### src/rtl/sram_block_writer.sv
// Frame writer: buffers 8x1 block rows from the 2D-DCT in a 2-entry FIFO and
// writes them to a single-port SRAM, optionally re-ordering blocks into raster order.
module sram_block_writer #(
  parameter int DATA_W    = 64,
  parameter int ADDR_W    = 15,
  parameter int BLOCK_MAP = 1
) (
  input  logic              clk,
  input  logic              reset,
  input  logic              start,
  input  logic              in_valid,
  input  logic [DATA_W-1:0] in_data,
  output logic              in_ready,
  output logic              mem_cen_n,
  output logic              mem_wen_n,
  output logic [ADDR_W-1:0] mem_addr,
  output logic [DATA_W-1:0] mem_wdata,
  input  logic              mem_gnt,
  output logic              busy,
  output logic              done,
  output logic [1:0]        fsm_state
);

  typedef enum logic [1:0] {IDLE = 2'd0, RUN = 2'd1, FLUSH = 2'd2, DONE = 2'd3} state_t;

  state_t            state;
  logic [DATA_W-1:0] fifo_mem [2];
  logic              rd_ptr;
  logic              wr_ptr;
  logic [1:0]        fifo_cnt;
  logic [ADDR_W:0]   acc_cnt;
  logic [ADDR_W-1:0] wr_cnt;
  logic              active;
  logic              fifo_full;
  logic              fifo_empty;
  logic              push;
  logic              commit;
  logic              last_accept;
  logic              last_write;

  // Handshake: a row moves on a rising edge with in_valid=1 and in_ready=1;
  // an SRAM write commits on a rising edge with mem_cen_n=0 and mem_gnt=1.
  assign active      = (state == RUN) || (state == FLUSH);
  assign fifo_full   = (fifo_cnt == 2'd2);
  assign fifo_empty  = (fifo_cnt == 2'd0);
  assign in_ready    = (state == RUN) && !fifo_full && !acc_cnt[ADDR_W];
  assign push        = in_valid && in_ready;
  // Reset masks the enable so nothing commits on a reset edge.
  assign mem_cen_n   = !(active && !fifo_empty && !reset);
  assign mem_wen_n   = mem_cen_n;
  assign commit      = !mem_cen_n && mem_gnt;
  assign last_accept = push && (acc_cnt[ADDR_W-1:0] == {ADDR_W{1'b1}});
  assign last_write  = commit && (wr_cnt == {ADDR_W{1'b1}});
  assign mem_wdata   = fifo_mem[rd_ptr];
  assign busy        = active;
  assign done        = (state == DONE);
  assign fsm_state   = state;

  // Block b = wr_cnt[ADDR_W-1:3], row r = wr_cnt[2:0]; raster address is
  // {block row, pixel row, block column} with 64 blocks per image row.
  generate
    if (BLOCK_MAP != 0) begin : g_block_map
      assign mem_addr = {wr_cnt[ADDR_W-1:9], wr_cnt[2:0], wr_cnt[8:3]};
    end else begin : g_linear_map
      assign mem_addr = wr_cnt;
    end
  endgenerate

  always_ff @(posedge clk) begin
    if (reset) begin
      state       <= IDLE;
      fifo_cnt    <= 2'd0;
      rd_ptr      <= 1'b0;
      wr_ptr      <= 1'b0;
      acc_cnt     <= '0;
      wr_cnt      <= '0;
      fifo_mem[0] <= '0;
      fifo_mem[1] <= '0;
    end else begin
      if (push) begin
        fifo_mem[wr_ptr] <= in_data;
        wr_ptr           <= ~wr_ptr;
        acc_cnt          <= acc_cnt + 1'b1;
      end
      if (commit) begin
        rd_ptr <= ~rd_ptr;
        wr_cnt <= wr_cnt + 1'b1;
      end
      fifo_cnt <= fifo_cnt + {1'b0, push} - {1'b0, commit};
      case (state)
        IDLE: begin
          if (start) begin
            state    <= RUN;
            acc_cnt  <= '0;
            wr_cnt   <= '0;
            fifo_cnt <= 2'd0;
            rd_ptr   <= 1'b0;
            wr_ptr   <= 1'b0;
          end
        end
        RUN:   if (last_accept) state <= FLUSH;
        // Every row is accepted by now, so an empty FIFO means the frame is written.
        FLUSH: if (last_write || fifo_empty) state <= DONE;
        DONE:  state <= IDLE;
        default: state <= IDLE;
      endcase
    end
  end

endmodule
### config.mk
export PLATFORM = sky130hd
export DESIGN_NAME = sram_block_writer
export DESIGN_NICKNAME = d
export VERILOG_FILES = /design/src/rtl/sram_block_writer.sv
export SDC_FILE = /design/constraint.sdc
export NUM_CORES = 1
export LEC_CHECK = 0
export CORE_ASPECT_RATIO = 0.75
export CORE_MARGIN = 5
export CORE_UTILIZATION = 33
export DETAILED_ROUTE_END_ITERATION = 16
export GPL_TIMING_DRIVEN = 0
export PLACE_DENSITY = 0.58
export SYNTH_ARGS = -nofsm -noshare
export SYNTH_HDL_FRONTEND = slang
export SYNTH_SLANG_ARGS = --single-unit
### constraint.sdc
create_clock -name clk -period 7.1 [get_ports clk]
set_input_delay 1.42 -clock clk [delete_from_list [all_inputs] [get_ports clk]]
set_output_delay 1.42 -clock clk [all_outputs]
set_load 0.03 [all_outputs]
==> summary by stage <==
Clocking
The number of instances resized during post-cts repair is 0. The number of sinks handled by clock tree synthesis is about 170. Clock-pin slew was measured on the worst setup and hold paths at 0.06 ns.

The root buffer cell is sky130_fd_sc_hd__clkbuf_16. The clock tree buffer depth is 2. Once the clock tree was built, the setup fixing pass inserted 0 buffers. Buffers inserted to repair hold after CTS numbered 0. The total clock buffers created by CTS is 17.

The CTS tree is built. The H-tree was split into 4 levels. Clock latency on the worst-skew pair, taken at its later pin, is approximately 0.42 ns.

Critical path
STA puts the critical path data required time at between 5 and 6 ns. The buffering stage count on the worst path with inverters included is 3. Traced cell by cell, the critical path runs through clkbuf_1 -> clkbuf_1 -> mux2_2 -> clkdlybuf4s50_1. The most numerous cell type found on the critical path is sky130_fd_sc_hd__clkbuf_1.

For flop-to-flop paths, the worst setup slack is 4.38 ns. The startpoint-to-endpoint class of the critical path is reg2out. The worst setup path is captured at a primary output.

Grouping stages by cell kind, the critical path spends the most delay in buffers and inverters. The critical path starts at rd_ptr. The delay of the slowest cell on the worst path is 0.63 ns. The data arrival at the endpoint of the critical path is around 2.8 ns. STA classifies the critical path startpoint as a flip-flop. The largest individual stage delay along the critical path comes from the cell sky130_fd_sc_hd__clkdlybuf4s50_1.

The origin of the critical flop-to-flop path is fsm_state[1]. The maximum fanout along the worst path is 10.

Timing
The maximum clock frequency is 235.6 MHz. The final-report max-slew violation count was 0. The normalized max-slew margin is 0.3858.

The final worst-path cycle share is 0.5979. Setup repair after global routing left no endpoint under its margin. The largest clock skew in the final design is about 0.010 ns. Setup violations remaining at the end of the flow were counted as 0.

The worst setup margin is around 2.9 ns. The slew at the pin closest to its max-slew limit is about 0.9 ns. The count of endpoints failing hold in the final timing report was 0.

The time the worst path needs with I/O delays and setup is between 4 and 5 ns.

Global routing
The number of antenna violations at the first check in global routing is 1. The first global-routing pass estimated about 28000 um of wire. Across every metal layer, demand over resource in global routing totals 0.1410. The number of global-route vias before repair is 4996. Entering global routing, the biggest net connects between 60 and 70 pins. Global routing finished with a remaining overflow of 0.

Finish
The share of final-layout standard cells stronger than drive strength 1 is 0.1558. The number of inserted diodes is 0. The final standard cell count with taps included and fillers excluded is 1032. The utilization of the core after routing is 0.4479. The number of nets in the final layout is between 800 and 900. From synthesis to final layout, the design area changed by 34.20%.

Die
The floorplan die width is 182.0 um. The initial core utilization is 0.3338. The die outline area is approximately 25000 um2.

The core region is 21930 um2. The cell row count is 47. The I/O pin count is approximately 160. The height of the chip is roughly 140 um.

Drt
The count of antenna-violating nets left after detailed routing is 0. The total via count after detailed routing is approximately 4800. The average routed wire per standard cell is roughly 17 um. After detailed routing, the number of vias per cell comes to about 4.6. After detailed routing, the number of remaining DRC violations is 0.

The first routing iteration left roughly 300 violations. The number of detailed-route iterations in the first pass is 4. The routed wire length is 17520 um.

Yosys
After synthesis, the share of cell area in mux cells is 0.1025. The post-synthesis instance total is between 500 and 600. The leading area contributor after synthesis is sky130_fd_sc_hd__edfxtp_1. The post-synthesis share of cell area spent on full adders, half adders and majority gates is 0.01538.

The total number of yosys warnings is 0. The number of synthesized register bits is between 150 and 200. In the post-synthesis netlist, the biggest area contributors are sky130_fd_sc_hd__edfxtp_1 (53%), sky130_fd_sc_hd__and2_1 (11%), sky130_fd_sc_hd__dfxtp_1 (10%). Of the total synthesized cell area, the portion taken by AND, OR, NAND and NOR gates is 0.1870. The netlist uses 38 different library cells. The cell area that synthesis handed to floorplanning was 7321 um2.

The complex-gate fraction of the synthesized area is 0.01487. Of the post-synthesis cell area, the dominant cell type holds 0.5250. The net count after synthesis is ~630. The post-synthesis xor/xnor area fraction is 0.03230. The share of the Yosys chip area taken by registers is 0.6262.

The average instance in the mapped netlist occupies between 10 and 15 um2. After synthesis, the largest family of logic cells by area is simple AND/OR/NAND/NOR gates.

Power and ir drop
The power per cell area is about 270 nW/um2. Internal power comes to approximately 0.0019 W. The peak supply drop is 0.1437 mV. The share of total power dissipated in the clock network is 0.326.

Of the total power, registers draw 0.445. The leakage dissipation is roughly 3.5 nW. The net switching component of the power is about 0.00077 W. Of the total power, combinational logic draws 0.228. Of the total power, the share spent switching nets is 0.2942.

Job
The tool flagged a number of max-cap violations equal to 0.

Worst hold path
The worst hold path begins at acc_cnt[1]. The worst hold path belongs to the class reg2reg.

Placement
The number of placed cells counting well taps is 1000. In this run the tool buffered the top-level ports with ~150 buffer cells. The total half-perimeter wirelength after legalization and detailed placement is 12330 um. At the end of routability-driven placement, the weighted congestion stood at between 0.7 and 0.8. Before CTS, the worst setup slack after placement is 2.916 ns.

Outcome
The flow ran to the end, and the final reports show no timing, DRC or antenna violations.
-- flip-flops by register name (all words and copies together), names as in the netlist --
register and flops:
fsm_state 2, rd_ptr 1, fifo_cnt 2, fifo_mem 128, wr_ptr 1, acc_cnt 16
wr_cnt 15
-- power groups by stage --
stage	clock, W	combinational, W	sequential (W)
6_report	0.000856	0.000599	0.00117
5_1_grt	0.000922	0.000641	0.00118
4_1_cts	0.000881	0.000610	0.00117
3_5_place_dp	0	0.000606	0.00119
3_3_place_gp	0	0.000589	0.00120
2_1_floorplan	0	0.000337	0.00120
-- worst register-to-register path, delay by kind of cell (launching register included) --
kind / cells / cell delay, ns
fa+ha+maj: 1 / 0.25
buf+inv: 4 / 0.92
flops: 1 / 0.36
simple gates: 3 / 1.07
-- synth_stat cells --
| cell type | number |
|---|---|
| sky130_fd_sc_hd__dfxtp_1 | 37 |
| sky130_fd_sc_hd__xor2_1 | 15 |
| sky130_fd_sc_hd__xnor2_1 | 12 |
| sky130_fd_sc_hd__buf_4 | 1 |
| sky130_fd_sc_hd__nor2b_1 | 2 |
| sky130_fd_sc_hd__and3_1 | 4 |
| sky130_fd_sc_hd__nor2_1 | 33 |
| sky130_fd_sc_hd__and4_1 | 4 |
| sky130_fd_sc_hd__nand4_1 | 8 |
| sky130_fd_sc_hd__nor4b_2 | 1 |
| sky130_fd_sc_hd__nand3_1 | 10 |
| sky130_fd_sc_hd__o21ai_0 | 5 |
| sky130_fd_sc_hd__or4b_4 | 1 |
| sky130_fd_sc_hd__nand2b_1 | 4 |
| sky130_fd_sc_hd__nor4_1 | 2 |
| sky130_fd_sc_hd__buf_6 | 2 |
| sky130_fd_sc_hd__ha_1 | 9 |
| sky130_fd_sc_hd__buf_2 | 1 |
| sky130_fd_sc_hd__or2_2 | 1 |
| sky130_fd_sc_hd__nor4_4 | 1 |
| sky130_fd_sc_hd__o31a_1 | 1 |
| sky130_fd_sc_hd__and2_1 | 128 |
| sky130_fd_sc_hd__inv_1 | 8 |
| sky130_fd_sc_hd__nand2_1 | 15 |
| sky130_fd_sc_hd__or3_1 | 6 |
| sky130_fd_sc_hd__nor3_2 | 3 |
| sky130_fd_sc_hd__o21bai_1 | 2 |
| sky130_fd_sc_hd__mux2i_1 | 3 |
| sky130_fd_sc_hd__a21oi_1 | 6 |
| sky130_fd_sc_hd__clkbuf_1 | 24 |
| sky130_fd_sc_hd__mux2_2 | 64 |
| sky130_fd_sc_hd__a221oi_2 | 1 |
| sky130_fd_sc_hd__nor3_1 | 3 |
| sky130_fd_sc_hd__a21o_1 | 2 |
| sky130_fd_sc_hd__edfxtp_1 | 128 |
| sky130_fd_sc_hd__nor3b_2 | 2 |
| sky130_fd_sc_hd__inv_2 | 1 |
| sky130_fd_sc_hd__nand2b_4 | 1 |
-- cells in the final DEF, fill, tap and decap left out, drive strengths merged, types with 5 or more instances in the layout --
master,n
xnor2,12
nand4,8
ha,9
o21ai,5
nor3,6
inv,17
nand2b,5
and2,128
a21oi,6
clkbuf,41
nor2,33
clkdlybuf4s50,153
dfxtp,37
mux2,64
xor2,15
edfxtp,128
or3,6
nand2,15
nand3,10
buf,6
-- cell type report --
class                           count  area [um2]
Fill cell                        2025       12110
Clock buffer                       17       425.4
Multi-Input combinational cell    349        2596
Buffer                             28       125.1
Timing Repair Buffer              155        1572
Sequential cell                   165        4584
Tap cell                          294       367.9
Clock inverter                     15       120.1
Inverter                            9       33.78
-- cell families (layout without fill, tap and decap cells) --
| logic type | Yosys count | after routing |
|---|---|---|
| muxes | 67 | 67 |
| xor gates and xnor gates | 27 | 27 |
| buffers and inverters | 37 | 224 |
| AOI/OAI and AO/OA | 17 | 17 |
| adders and majority gates | 9 | 9 |
| DFF | 165 | 165 |
| and+or+nand+nor | 229 | 229 |
-- stage by stage --
step	power, W	TNS (ns)	hold slack [ns]	cell area [um2]
finish	0.002625	0	0.4811	9824
global placement	0.001787	-64.44	0.4611	9220
detailed placement	0.001798	0	0.4722	9279
floorplan	0.001533	0	0.4533	7321
global route	0.002740	0	0.5135	9824
CTS	0.002662	0	0.4804	9824
-- path summary, 6_finish.rpt --
check                    end  depth (start not counted)
min reg2reg       acc_cnt[1]                          2
max reg2reg  fifo_mem[1][57]                          8
min               acc_cnt[1]                          2
max            mem_wdata[53]                          4
-- per-layer routing --
| metal | up-vias | part of all wire | GRT usage | routed length, um |
|---|---|---|---|---|
| li1 | 2287 | - | - | - |
| met1 | 2354 | 0.45 | 0.1866 | 7892 |
| met2 | 95 | 0.49 | 0.2308 | 8587 |
| met3 | 22 | 0.043 | 0.03199 | 756 |
| met4 | 2 | 0.015 | 0.04540 | 271 |
| met5 | - | 0.00063 | 0 | 11 |
(Power assumes the default switching activity.)
